### config.mk
export PLATFORM = sky130hd
export DESIGN_NAME = regfile_sb
export DESIGN_NICKNAME = d
export VERILOG_FILES = /design/src/rtl/regfile_pkg.sv /design/src/rtl/regfile_scoreboard.sv /design/src/rtl/regfile_sb.sv
export SDC_FILE = /design/constraint.sdc
export NUM_CORES = 2
export LEC_CHECK = 0
export CELL_PAD_IN_SITES_DETAIL_PLACEMENT = 1
export CELL_PAD_IN_SITES_GLOBAL_PLACEMENT = 1
export CORE_MARGIN = 2
export CORE_UTILIZATION = 35
export DETAILED_ROUTE_END_ITERATION = 6
export PLACE_DENSITY_LB_ADDON = 0.1
export SYNTH_ARGS = -nofsm -noshare
export SYNTH_HDL_FRONTEND = slang
export SYNTH_SLANG_ARGS = --single-unit
### constraint.sdc
create_clock -name clk -period 6.6 [get_ports clk]
set_input_delay 1.32 -clock clk [delete_from_list [all_inputs] [get_ports clk]]
set_output_delay 1.32 -clock clk [all_outputs]
set_load 0.05 [all_outputs]
### src/rtl/regfile_pkg.sv
// Shared definitions for the integer register file and its scoreboard.
// Holds default geometry, the zero-register index, and the rs1/rs2/rd field
// positions so decode and the register file agree on one source of truth.
package regfile_pkg;

    localparam int unsigned XLEN_DEF    = 32;
    localparam int unsigned NREGS_DEF   = 32;
    localparam int unsigned NUM_RD_DEF  = 2;

    localparam int unsigned ZERO_REG    = 0;

    // Register specifier fields in the 32-bit instruction word.
    localparam int unsigned REG_FIELD_W = 5;
    localparam int unsigned RS1_LSB     = 15;  // rs1 = insn[19:15]
    localparam int unsigned RS2_LSB     = 20;  // rs2 = insn[24:20]
    localparam int unsigned RD_LSB      = 7;   // rd  = insn[11:7]

    typedef struct packed {
        logic [REG_FIELD_W-1:0] rs1;
        logic [REG_FIELD_W-1:0] rs2;
        logic [REG_FIELD_W-1:0] rd;
    } reg_fields_t;

    // Extract all register specifiers from one instruction word.
    function automatic reg_fields_t decode_reg_fields(input logic [31:0] insn);
        reg_fields_t f;
        f.rs1 = insn[RS1_LSB +: REG_FIELD_W];
        f.rs2 = insn[RS2_LSB +: REG_FIELD_W];
        f.rd  = insn[RD_LSB  +: REG_FIELD_W];
        return f;
    endfunction

endpackage

### src/rtl/regfile_scoreboard.sv
// Pending-write scoreboard: one busy bit per architectural register.
// Issue sets the destination bit, write-back clears it; a same-cycle set and
// clear of one register leaves it set. Produces per-port busy, the decode
// stall and a sticky error for write-backs to registers that were not busy.
// Optional: REGFILE_BYPASS_EN lets a same-cycle write-back hide the hazard.
module regfile_scoreboard
    import regfile_pkg::*;
#(
    parameter  int unsigned NREGS  = NREGS_DEF,
    parameter  int unsigned NUM_RD = NUM_RD_DEF,
    localparam int unsigned AW     = $clog2(NREGS)
) (
    input  logic                 clk,
    input  logic                 reset,
    input  logic [NUM_RD*AW-1:0] rd_addr_i,
    input  logic                 iss_valid_i,
    input  logic [AW-1:0]        iss_rd_i,
    input  logic                 wb_valid_i,
    input  logic [AW-1:0]        wb_addr_i,
    output logic [NUM_RD-1:0]    rd_busy_o,
    output logic                 stall_o,
    output logic                 err_o
);

    logic [NREGS-1:0]  r_busy;
    logic              r_err;

    logic              w_wb_en;
    logic              w_byp_dst;
    logic              w_dst_busy;
    logic              w_accept;
    logic [NUM_RD-1:0] w_byp_src;
    logic [NUM_RD-1:0] w_src_busy;
    logic [NREGS-1:0]  w_busy_nxt;

    assign w_wb_en = wb_valid_i && (wb_addr_i != AW'(ZERO_REG));

    // Per-port source hazard, optionally hidden by a matching write-back.
    always_comb begin
        w_byp_src  = '0;
        w_src_busy = '0;
        for (int unsigned k = 0; k < NUM_RD; k++) begin
            w_src_busy[k] = r_busy[rd_addr_i[k*AW +: AW]] &&
                            (rd_addr_i[k*AW +: AW] != AW'(ZERO_REG));
`ifdef REGFILE_BYPASS_EN
            w_byp_src[k]  = w_wb_en && (wb_addr_i == rd_addr_i[k*AW +: AW]);
`else
            w_byp_src[k]  = 1'b0;
`endif
        end
    end

    // Destination (WAW) hazard, optionally hidden by a matching write-back.
    always_comb begin
`ifdef REGFILE_BYPASS_EN
        w_byp_dst  = w_wb_en && (wb_addr_i == iss_rd_i);
`else
        w_byp_dst  = 1'b0;
`endif
        w_dst_busy = (iss_rd_i != AW'(ZERO_REG)) && r_busy[iss_rd_i] && !w_byp_dst;
    end

    assign rd_busy_o = w_src_busy & ~w_byp_src;
    assign stall_o   = iss_valid_i && ((|rd_busy_o) || w_dst_busy);
    assign w_accept  = iss_valid_i && !stall_o && (iss_rd_i != AW'(ZERO_REG));
    assign err_o     = r_err;

    // Next busy vector: clear on write-back first, then set on issue so set wins.
    always_comb begin
        w_busy_nxt = r_busy;
        if (w_wb_en) begin
            w_busy_nxt[wb_addr_i] = 1'b0;
        end
        if (w_accept) begin
            w_busy_nxt[iss_rd_i] = 1'b1;
        end
        w_busy_nxt[ZERO_REG] = 1'b0;
    end

    // Busy vector and sticky error register.
    always_ff @(posedge clk or negedge reset) begin
        if (!reset) begin
            r_busy <= '0;
            r_err  <= 1'b0;
        end else begin
            r_busy <= w_busy_nxt;
            if (w_wb_en && !r_busy[wb_addr_i]) begin
                r_err <= 1'b1;
            end
        end
    end

endmodule

### src/rtl/regfile_sb.sv
// Parametrised integer register file with pending-write scoreboard.
// NUM_RD combinational read ports, one clocked write port, register 0 reads
// as zero. Hazard tracking lives in regfile_scoreboard.
// Optional: define REGFILE_BYPASS_EN to forward a same-cycle write-back onto
// matching read ports (and clear the associated busy/stall in that cycle).
module regfile_sb
    import regfile_pkg::*;
#(
    parameter  int unsigned XLEN   = XLEN_DEF,
    parameter  int unsigned NREGS  = NREGS_DEF,
    parameter  int unsigned NUM_RD = NUM_RD_DEF,
    localparam int unsigned AW     = $clog2(NREGS)
) (
    input  logic                   clk,
    input  logic                   reset,
    input  logic [NUM_RD*AW-1:0]   rd_addr_i,
    output logic [NUM_RD*XLEN-1:0] rd_data_o,
    output logic [NUM_RD-1:0]      rd_busy_o,
    input  logic                   iss_valid_i,
    input  logic [AW-1:0]          iss_rd_i,
    input  logic                   wb_valid_i,
    input  logic [AW-1:0]          wb_addr_i,
    input  logic [XLEN-1:0]        wb_data_i,
    output logic                   stall_o,
    output logic                   err_o
);

    logic [XLEN-1:0] r_regs [NREGS];
    logic            w_wb_en;

    assign w_wb_en = wb_valid_i && (wb_addr_i != AW'(ZERO_REG));

    // Storage array: asynchronous clear, single write port, register 0 never written.
    always_ff @(posedge clk or negedge reset) begin
        if (!reset) begin
            for (int unsigned i = 0; i < NREGS; i++) begin
                r_regs[i] <= '0;
            end
        end else if (w_wb_en) begin
            r_regs[wb_addr_i] <= wb_data_i;
        end
    end

    // Read muxes with zero-register forcing and optional write-back forwarding.
    always_comb begin
        rd_data_o = '0;
        for (int unsigned k = 0; k < NUM_RD; k++) begin
            if (rd_addr_i[k*AW +: AW] != AW'(ZERO_REG)) begin
                rd_data_o[k*XLEN +: XLEN] = r_regs[rd_addr_i[k*AW +: AW]];
            end
`ifdef REGFILE_BYPASS_EN
            if (w_wb_en && (wb_addr_i == rd_addr_i[k*AW +: AW])) begin
                rd_data_o[k*XLEN +: XLEN] = wb_data_i;
            end
`endif
        end
    end

    regfile_scoreboard #(
        .NREGS  (NREGS),
        .NUM_RD (NUM_RD)
    ) u_scoreboard (
        .clk         (clk),
        .reset       (reset),
        .rd_addr_i   (rd_addr_i),
        .iss_valid_i (iss_valid_i),
        .iss_rd_i    (iss_rd_i),
        .wb_valid_i  (wb_valid_i),
        .wb_addr_i   (wb_addr_i),
        .rd_busy_o   (rd_busy_o),
        .stall_o     (stall_o),
        .err_o       (err_o)
    );

endmodule
After elaboration in Yosys (flattened, before gate mapping)
Index checks and enable logic that the tools add are counted.

$lt $le $gt $ge: 10. Multiplexer cells: 25. Bitwise logic cells: 6. Reduce and logical (&&, ||, !) cells: 19.

Operators by type and width (number): $bwmux W1024 (1); $bmux W32 S5 (2); $mux W32 (9); $demux W32 S5 (1); $and A32 B32 Y32 (1); $not A32 Y32 (1); $or A32 B32 Y32 (1); $lt A5 B6 Y1 const B (4); $bmux W1 S5 (4); $reduce_bool A5 Y1 (4); $ge A6 B6 Y1 const B (3); $not A5 Y6 (3); $logic_and A1 B1 Y1 (11); $demux W1 S5 (2); $ge A5 B1 Y1 const B (2); $lt A6 B1 Y1 const B (1); $mux W1 (6); $logic_not A1 Y1 (2); $reduce_or A2 Y1 (1); $logic_or A1 B1 Y1 (1).

Register bits after elaboration: 1056. Input port bits: 56. Output and inout bits: 68. Word-level logic and storage cells: 94.

Longest topological paths before layout
Depth in word-level cells: 10. Mapped depth: 11. Mapped depth without buffers: 6.

Cells and area by module
Synthesis repeated with hierarchy kept, for this count alone.

Cell total of the unflattened synthesis: 3916. Area total of the unflattened synthesis: 57355.0 sq um.

Modules (own cells, without submodules): regfile_sb (times used 1, cells each 3621, area an instance 54357.1 sq um, seq. area each 25624.6 sq um); regfile_scoreboard (times used 1, cells each 295, area an instance 2997.9 sq um, seq. area each 800.8 sq um).

Least setup slack after synthesis
OpenSTA, ideal clock, no wires.

Path type: input port to output port. Start point: in rd_addr_i[1]. End point: out rd_data_o[10]. Arrival: 3.473 ns. Required time: 5.280 ns. Setup slack: 1.807 ns. Stages on the path: 10. Buffers on the path: 5. Path through: buf_2 > buf_6 > buf_6 > buf_2 > clkbuf_1 > mux4_2 > o22ai_1 > nor3_1 > a21oi_1 > nor2_1.

Longest elaborated chain between the ends: 5. Elaborated cells between the ends (all ways): 6. Those cells by class: mux (4); bitwise (1); reduce/logical (1).

Ends and longest elaborated chain: start: declaration (line regfile_sb.sv:16) `input logic [NUM_RD*AW-1:0] rd_addr_i,`; $not A5 Y6 (not written as such) (line regfile_sb.sv:49) `rd_data_o[k*XLEN +: XLEN] = r_regs[rd_addr_i[k*AW +: AW]];`; $bmux W32 S5 (line regfile_sb.sv:49); $mux W32 (not written as such) (2 in a row) (line regfile_sb.sv:49); $mux W32 * (line regfile_sb.sv:48) `if (rd_addr_i[k*AW +: AW] != AW'(ZERO_REG)) begin`; end: declaration (line regfile_sb.sv:17) `output logic [NUM_RD*XLEN-1:0] rd_data_o,`.

Mark *: on every way between the ends. The rest lies on a longest branch, timed or not. The select of a mux whose other input is x is not followed.

Worst setup path in the final report
Start point: in rd_addr_i[5]. End point: out rd_data_o[49].

Same word-level chain as after synthesis.

==> metrics.md <==
| Metric | Value |
|---|---|
| CP most frequent cell | mux4_2 |
| Max-Cap Viols | 0 |
| Critical path class | input port to output port |
| Remaining Overflow, GRT | 0 |
| Die extent in x | 406.3 um |
| Synth Area in Simple Gates | 0.01871 |
| Max IR drop VDD | between 0.2 and 0.3 mV |
| Cell chain of the critical path | buf_8 > buf_12 > mux4_2 > mux4_2 > mux2i_1 > nor2_1 > clkdlybuf4s50_1 |
| Hold slack | between 300 and 400 ps |
| Async set or reset register ratio after synthesis | 1.000 |
| Sequential share of the synthesized area | 0.4664 |
| Overall global routing resource usage | 0.2472 |
| # fillers | about 16,000 |
| Largest family of logic cells by synthesized area | multiplexers |
| Cell Pwr Density | around 320 nW/um2 |
| WP buf/inv | 3 |
| DRC Markers | 0 |
| Unrepaired setup endpoints after global routing | no |
| Clk pwr share | 0.359 |
| Tmin final | roughly 6000 ps |
| Netlist Area Pre-Place | between 50,000 and 60,000 um2 |
| CP Launch Type | input port |
| Largest net degree at the start of global routing | 162 |
| Mapped Cells | ~3,700 |
| Clk_lat worst skew | between 700 and 800 ps |
| Status | finished, final reports clean |
| I/O Buffers | around 120 |
| Initial antenna violation count | 3 |
| Post-synth EDFFs | 0 |
| Vias | 35,540 |
| Number of hold violations in the final report | 0 |
| Synthesized area per cell | 15.43 um2 |
| Detailed Place HPWL | around 120 mm |
| Total power | ~0.021 W |
| # resized after CTS | 0 |
| DRT antenna net count | 0 |
| Hold Crit Class | flip-flop to flip-flop |
| Part of the power in registers | 0.423 |
| H-tree lvl count | 4 |
| Setup violators final | 0 |
| Synth area leader | dfrtp_1 |
| Longest Clk Path Bufs | 3 |
| Fmax | between 150 and 200 MHz |
| Std-Cell Core Area | roughly 160,000 um2 |
| Syn nets | between 3,000 and 4,000 |
| Cell family with most CP delay | buffers and inverters |
| Synth Area in Compound Gates | 0.02803 |
| Io pins | between 100 and 150 |
| Register bit total from synthesis | 1,056 |
| Initial Util | 0.3528 |
| Num CTS Buffers | about 130 |
| WL per Instance | approximately 34 um |
| Vias in the first global route | 39,290 |
| Synth Area in Adders | 0 |
| Global-route wire length before repair | 293.1 mm |
| Dominant synthesized flop cell | dfrtp_1 |
| Net Sw Frac | 0.2853 |
| Post-synthesis xor/xnor area fraction | 0 |
| Clock Skews | 22.34 ps |
| YS warnings | 0 |
| WP data required | roughly 5300 ps |
| Setup TNS Final | 0 ps |
| P&R area growth vs syn | 14.25% |
| Slowest-stage cell, CP | clkdlybuf4s50_1 |
| Netlist cell types | 47 |
| N_diodes | 0 |
| Internal Dissipation | between 0.01 and 0.015 W |
| CTS sink count | 1,056 |
| Slew Limit Fails | 0 |
| Site Rows | ~150 |
| Die Ht | around 410 um |
| Slew Limit Headroom | 0.1744 |
| Post-layout util | 0.4031 |
| DRT Wirelength | approximately 200 mm |
| Slew @ Worst Pin | ~1200 ps |
| Starting DRC count in detailed routing | 2,479 |
| Peak fanout along the critical path | 49 |
| CTS Root Cell | clkbuf_16 |
| Lkg Pwr | around 28 nW |
| Logic pwr share | 0.218 |
| Top cell type's share of synthesized area | 0.4664 |
| Final #Nets | around 3,700 |
| Period utilization | 0.8960 |
| Post-CTS setup buffer count | 0 |
| WP data arrival | 4590 ps |
| DIE AREA | 165,100 um2 |
| CTS tree | done |
| Routed vias/inst | approximately 6.0 |
| Top cells by area, synth | dfrtp_1, mux4_2, mux2_2 |
| Cts hold-fix bufs | 0 |
| Share of cells above drive strength 1 | 0.5087 |
| Pre-antenna DRT Iters | 5 |
| Mux contribution to synthesized area | 0.4540 |
| Crit end category | output port |
| Clock-pin transition on the worst setup and hold timing paths | ~50 ps |
| P_sw | 0.005850 W |
| Crit path largest cell delay | around 720 ps |
| Routability cong. | 0.7935 |
cells in the final DEF (no fill, tap or decap), types with 30 or more instances in the layout:
master	instances
dfrtp_1	1056
mux2_2	906
mux4_2	566
mux2i_1	179
clkbuf_16	137
buf_4	122
mux2_1	87
clkdlybuf4s50_1	77
nor2_1	74
a21oi_1	66
o221ai_1	64
buf_12	41
o22ai_1	36
nor3_1	35
clkbuf_8	34
clkbuf_1	31
nand2_1	30
synth_stat cells, types with 8 or more instances:
library cell  number
nand3b_1          11
or3_1              8
mux2i_1          179
clkbuf_1         259
o41ai_1           17
buf_1             45
buf_6              9
buf_4             13
nor3_1            35
nand2b_1           8
mux2_1            87
buf_2            101
a21oi_1           66
mux4_2           566
mux2_2           906
o21ai_0           15
dfrtp_1         1056
nand2_1           46
o22ai_1           36
o221ai_1          64
nor2_1            86
registers in the layout (all words and copies together), names as in the netlist:
name and cells:
r_regs 1024, u_scoreboard.r_busy 31, u_scoreboard.err_o 1
kinds of logic after synthesis:
family	after synthesis
compound gates	224
flops	1056
buf+inv	431
mux	1738
simple gates	223
layer usage:
metal | vias up | part of all wire | track usage
met2 | 960 | 0.48 | 0.4034
met4 | 4 | 0.032 | 0.08356
met5 | - | 0.00013 | 0
met1 | 20010 | 0.44 | 0.3352
met3 | 333 | 0.043 | 0.03993
li1 | 14230 | - | -
worst reg2reg max path, cell delays in order (launching register included):
cell and delay, ps:
dfrtp_1 440, mux4_2 460, nand2b_1 150, nand4_1 170, and3_1 210, nand3_2 140
buf_4 310, o41ai_1 400
stage by stage:
step | area [um2] | cells | setup WS [ps]
floorplan | 56650 | 3672 | 1807
global placement | 60380 | 5652 | 669.6
detailed placement | 60380 | 5652 | 692.6
CTS | 64730 | 5881 | 655.8
global route | 64730 | 5881 | 542.9
finish | 64730 | 5881 | 686.5
area by class of cell:
cell class	count	area (um2)	share of cell area
timing repair buffer	247	2599	0.04015
clock buffer	202	4013	0.06199
sequential	1056	26430	0.4083
tap	2160	2703	0.04175
clock inverter	27	334.1	0.005161
multi-input combinational	2185	28630	0.4423
inverter	4	22.52	0.0003479
path summary, 6_finish.rpt:
path | startpoint | end | slack (ps) | cells past startpoint
min in group asynchronous | reset | u_scoreboard.r_busy[4] | 590 | 1
worst max-delay path | rd_addr_i[5] | rd_data_o[49] | 690 | 7
worst min register to register | r_regs[1000] | r_regs[1000] | 390 | 0
worst max register to register | u_scoreboard.r_busy[28] | u_scoreboard.r_busy[21] | 4180 | 7
worst min-delay path | r_regs[1000] | r_regs[1000] | 390 | 0
max in group asynchronous | reset | r_regs[977] | 4520 | 2
power groups by stage:
stage	combinational [W]	clock, W	sequential, W
2_1_floorplan	0.00335	0	0.00838
3_3_place_gp	0.00437	0	0.00863
3_5_place_dp	0.00450	0	0.00876
4_1_cts	0.00452	0.00756	0.00865
5_1_grt	0.00477	0.00782	0.00884
6_report	0.00447	0.00735	0.00868
Note: power is estimated with default switching activity, not from simulation.
